### src/rtl/mem_arbiter.sv
// ============================================================================
// Module   : mem_arbiter
// Brief    : Single-port memory arbiter between instruction fetch and data
//            access, with bounded fetch starvation under data pressure.
// Revision : 1.0
// ============================================================================
`default_nettype none

module mem_arbiter #(
  parameter int AW         = 32,
  parameter int DW         = 32,
  parameter int STARVE_MAX = 3
) (
  input  logic          clk,
  input  logic          rst_n,
  input  logic          ifReq,
  input  logic [AW-1:0] ifAddr,
  input  logic          dReq,
  input  logic          dWe,
  input  logic [AW-1:0] dAddr,
  input  logic [DW-1:0] dWdata,
  input  logic          memReady,
  input  logic [DW-1:0] memRdata,
  output logic          memReq,
  output logic          memWe,
  output logic [AW-1:0] memAddr,
  output logic [DW-1:0] memWdata,
  output logic [DW-1:0] ifRdata,
  output logic          ifValid,
  output logic [DW-1:0] dRdata,
  output logic          dValid,
  output logic          memstall
);

  typedef enum logic [1:0] {
    IDLE    = 2'd0,
    IF_BUSY = 2'd1,
    D_BUSY  = 2'd2
  } state_e;

  localparam logic [3:0] STARVE_LIM = 4'(STARVE_MAX);

  state_e        state_q, state_d;
  logic [3:0]    starve_q, starve_d;
  logic          grant_d, grant_if;

  logic          memWe_q;
  logic [AW-1:0] memAddr_q;
  logic [DW-1:0] memWdata_q;
  logic [DW-1:0] ifRdata_q;
  logic [DW-1:0] dRdata_q;
  logic          ifValid_q;
  logic          dValid_q;

  // Data normally wins, except when a waiting fetch has already been passed
  // over STARVE_MAX times in a row.
  always_comb begin
    state_d  = state_q;
    starve_d = starve_q;
    grant_d  = 1'b0;
    grant_if = 1'b0;
    case (state_q)
      IDLE: begin
        if (dReq && !(ifReq && (starve_q == STARVE_LIM))) begin
          grant_d = 1'b1;
          state_d = D_BUSY;
          if (ifReq) begin
            starve_d = (starve_q < STARVE_LIM) ? starve_q + 4'd1 : STARVE_LIM;
          end else begin
            starve_d = 4'd0;
          end
        end else if (ifReq) begin
          grant_if = 1'b1;
          state_d  = IF_BUSY;
          starve_d = 4'd0;
        end
      end
      IF_BUSY, D_BUSY: begin
        if (memReady) state_d = IDLE;
      end
      default: state_d = IDLE;
    endcase
  end

  always_ff @(posedge clk or negedge rst_n) begin
    if (!rst_n) begin
      state_q    <= IDLE;
      starve_q   <= 4'd0;
      memWe_q    <= 1'b0;
      memAddr_q  <= '0;
      memWdata_q <= '0;
      ifRdata_q  <= '0;
      dRdata_q   <= '0;
      ifValid_q  <= 1'b0;
      dValid_q   <= 1'b0;
    end else begin
      state_q   <= state_d;
      starve_q  <= starve_d;
      ifValid_q <= 1'b0;
      dValid_q  <= 1'b0;
      if (grant_d) begin
        memAddr_q  <= dAddr;
        memWe_q    <= dWe;
        memWdata_q <= dWdata;
      end else if (grant_if) begin
        memAddr_q <= ifAddr;
        memWe_q   <= 1'b0;
      end
      if ((state_q == IF_BUSY) && memReady) begin
        ifRdata_q <= memRdata;
        ifValid_q <= 1'b1;
      end
      // Stores complete with a pulse only; the load result register is kept.
      if ((state_q == D_BUSY) && memReady) begin
        dValid_q <= 1'b1;
        if (!memWe_q) dRdata_q <= memRdata;
      end
    end
  end

  assign memReq   = (state_q != IDLE);
  assign memWe    = memWe_q;
  assign memAddr  = memAddr_q;
  assign memWdata = memWdata_q;
  assign ifRdata  = ifRdata_q;
  assign ifValid  = ifValid_q;
  assign dRdata   = dRdata_q;
  assign dValid   = dValid_q;
  assign memstall = (ifReq & ~ifValid_q) | (dReq & ~dValid_q);

endmodule

`default_nettype wire

### config.mk
export PLATFORM = sky130hd
export DESIGN_NAME = mem_arbiter
export DESIGN_NICKNAME = d
export VERILOG_FILES = /design/src/rtl/mem_arbiter.sv
export SDC_FILE = /design/constraint.sdc
export NUM_CORES = 1
export LEC_CHECK = 0
export CAP_MARGIN = 20
export CORE_MARGIN = 2
export CORE_UTILIZATION = 40
export DETAILED_ROUTE_END_ITERATION = 6
export PLACE_DENSITY = 0.85
export SKIP_CTS_REPAIR_TIMING = 1
export SYNTH_ARGS = -nofsm -noshare
export SYNTH_HDL_FRONTEND = slang
export SYNTH_SLANG_ARGS = --single-unit
### constraint.sdc
create_clock -name clk -period 4 [get_ports clk]
set_input_delay 0.8 -clock clk [delete_from_list [all_inputs] [get_ports clk]]
set_output_delay 0.8 -clock clk [all_outputs]
set_load 0.005 [all_outputs]
==> flow_summary.yaml <==
timing:
  rsz0062_at_grt: "false"
  finalSetupTns_ns: 0
  slew_headroom: 0.258
  tightestPinTransition_ns: 1.11
  layout_min_cycle_time_ns: 3.01
  maxSlewViolCount: 0
  post-route-period-util: 0.752
  fmax_ghz: 0.332
  hold_viol_final: 0
  setup_viol: 0
  finClkSkew_ns: 0.00825
worst_setup_path:
  critPathArrivalTime_ns: 2.21
  crit_family: "buffers and inverters"
  r2r_setup_slack_ns: 1.73
  crit_type: "input port to primary output"
  path_common_cell: "clkdlybuf4s50_1"
  required_ns: 3.20
  critical_path_buf_inv_count: 3
  slowest_delay_ns: 0.61
  cp_slowest_cell: "clkdlybuf4s50_1"
  worst_setup_path_end_kind: "primary output"
  cp-start-kind: "input port"
  critPathMaxFanout: 7
  cp_cell_sequence: "clkdlybuf4s50_1 -> inv_1 -> o22ai_1 -> clkdlybuf4s50_1"
grt:
  grt_use_total: 0.209
  grt-ovfl-total: 0
  grt_pass1_vias: 4719
  grt_max_degree: 71
  grtUsageMet2: 0.371
  grtUsageMet1: 0.213
  globalRoute.busiestLayer: "met2"
  use_met3: 0.0936
  antenna_found_initial: 0
  grt_pass1_wl_um: 23800
yosys:
  synth.avg_cell_area_um2: 14.1
  syn_inst: 394
  ys_seq_area_frac: 0.618
  synth.distinct_cells: 28
  ys_ff_latch: 137
  syn_area_um2: 5550
  yosys_warnings: 0
  synth_nets: 532
floorplan:
  die_x_um: 122
  die_h_um: 122
  dieArea_um2: 14800
  start_util: 0.404
  io_pins: 267
  core_um2: 13700
  rows: 43
clocking:
  htree_num_levels: 4
  clk_path_buf_depth: 2
  numCtsBuffers: 17
  clock_latency_ns: 0.41
  cts.clk_slew.worst_paths_ns: 0.05
  cts.sinks: 137
  root_buffer: "clkbuf_16"
  cts_tree: "yes"
route:
  first_pass_iters: 4
  wl_per_cell_um: 18.1
  wirelength_um: 15400
  viasPerCell: 5.13
  num_vias: 4363
  antenna_left: 0
  drc: 0
  drtIter0Drc: 222
flow_run:
  max_cap_violations: 0
finish:
  fin_nets: 795
  diodes: 0
  area_delta_synth_final_pct: 62.6
  final_layout_size_suffix_gt1_frac: 0.204
  final_core_util: 0.657
placement:
  place_hpwl_um: 11100
  port_buffers: 266
  gp_congestion: 0.746
pwr:
  leakagePower_nw: 3.78
  vdd_drop_max_mv: 0.463
  power_density_nw_per_um2: 806
outcome:
  status: "finished, final reports clean"
min_path:
  min_path_type: "input port to asynchronous set/reset pin"
==> worst reg2reg max path: stages, from the launching register on <==
cell	delay [ns]
dfrtp_1	0.39
inv_1	0.11
ha_1	0.29
o21a_1	0.91
o32ai_1	0.25
a21oi_1	0.22
==> power by group <==
| group | internal (mW) | switching (mW) | leakage (nW) | total, mW |
|---|---|---|---|---|
| Sequential | 2.09 | 0.375 | 1.63 | 2.46 |
| Combinational | 1.97 | 1.08 | 1.83 | 3.05 |
| Clock | 1.17 | 0.583 | 0.321 | 1.76 |
==> flip-flops by register name, summed over array words and instances, names as in the netlist <==
| signal | flops |
|---|---|
| dRdata | 32 |
| dValid | 1 |
| ifRdata | 32 |
| starve_q | 4 |
| ifValid | 1 |
| memAddr | 32 |
| memWdata | 32 |
| memWe | 1 |
| state_q | 2 |
==> cell families after synthesis <==
logic type / count (synthesis) / share of synthesized area
AND/OR/NAND/NOR: 46 / 0.0379
adder cells (fa/ha/maj): 4 / 0.00903
flip-flops: 137 / 0.618
AO/OA/AOI/OAI: 76 / 0.0950
multiplexers: 96 / 0.204
buffers and inverters: 35 / 0.0354
==> synthesized netlist by cell type <==
library cell    n  area share
a21oi_1        32       0.029
a22o_1          1      0.0016
a31oi_1         1      0.0011
a32o_1          1      0.0018
and2_1          3      0.0034
buf_1           3      0.0020
buf_2           4      0.0036
buf_6           8       0.016
clkbuf_1       14      0.0095
dfrtp_1       137        0.62
ha_1            4      0.0090
inv_1           6      0.0041
mux2_1          1      0.0020
mux2_2         81        0.16
mux2_4         14       0.038
nand2_1         4      0.0027
nand2b_1        1      0.0011
nor2_1         34       0.023
nor2b_1         1      0.0011
nor3_1          1     0.00090
nor4bb_4        1      0.0045
o21a_1          3      0.0041
o21ai_0         2      0.0018
o21ai_1         1     0.00090
o22ai_1         1      0.0011
o32ai_1        33       0.052
o41ai_1         1      0.0016
or2_1           1      0.0011
==> per-layer routing <==
layer  routed length, um  part of all wire
met1                5570              0.36
met4                 348             0.023
met5                   0                 0
met2                7950              0.52
met3                1550              0.10
==> layout make-up <==
type	instances	area, um2
clock buffers	18	429
clock inverters	14	244
fillers	971	4700
inverters	6	22.5
multi-input cells	222	1920
flip-flops and latches	137	3430
well taps	180	225
repair buffers	273	2740
==> placed cells by master, fill, tap and decap left out, drive strengths merged, types with 2 or more instances in the layout <==
cell type / netlist / routed
clkinv: 0 / 4
nand2: 4 / 4
o21ai: 3 / 3
ha: 4 / 4
o32ai: 33 / 33
clkbuf: 14 / 18
and2: 3 / 3
bufinv: 0 / 6
clkinvlp: 0 / 2
inv: 6 / 8
nor2: 34 / 34
o21a: 3 / 3
mux2: 96 / 96
a21oi: 32 / 32
clkdlybuf4s50: 0 / 265
buf: 15 / 8
dfrtp: 137 / 137
==> path summary, 6_finish.rpt <==
path	from	to	depth (start not counted)
max reg2reg	state_q[0]	memAddr[7]	5
max in group asynchronous	rst_n	memWdata[14]	2
min reg2reg	dRdata[23]	dRdata[23]	1
min in group clk	dRdata[23]	dRdata[23]	1
max	ifReq	memstall	4
min	rst_n	dRdata[29]	1
==> metrics by stage <==
| stage | cell area (um2) | instances | worst slack, ns | total power [mW] | hold WS [ns] |
|---|---|---|---|---|---|
| after floorplan | 5550 | 394 | 1.89 | 3.68 | 0.454 |
| after global placement | 8340 | 818 | 0.991 | 5.39 | 0.472 |
| after detailed placement | 8340 | 818 | 0.991 | 5.55 | 0.491 |
| after CTS | 9010 | 850 | 0.984 | 7.35 | 0.383 |
| after global routing | 9010 | 850 | 0.939 | 7.69 | 0.400 |
| final | 9010 | 850 | 0.992 | 7.27 | 0.372 |
Note: power is estimated with default switching activity, not from simulation.
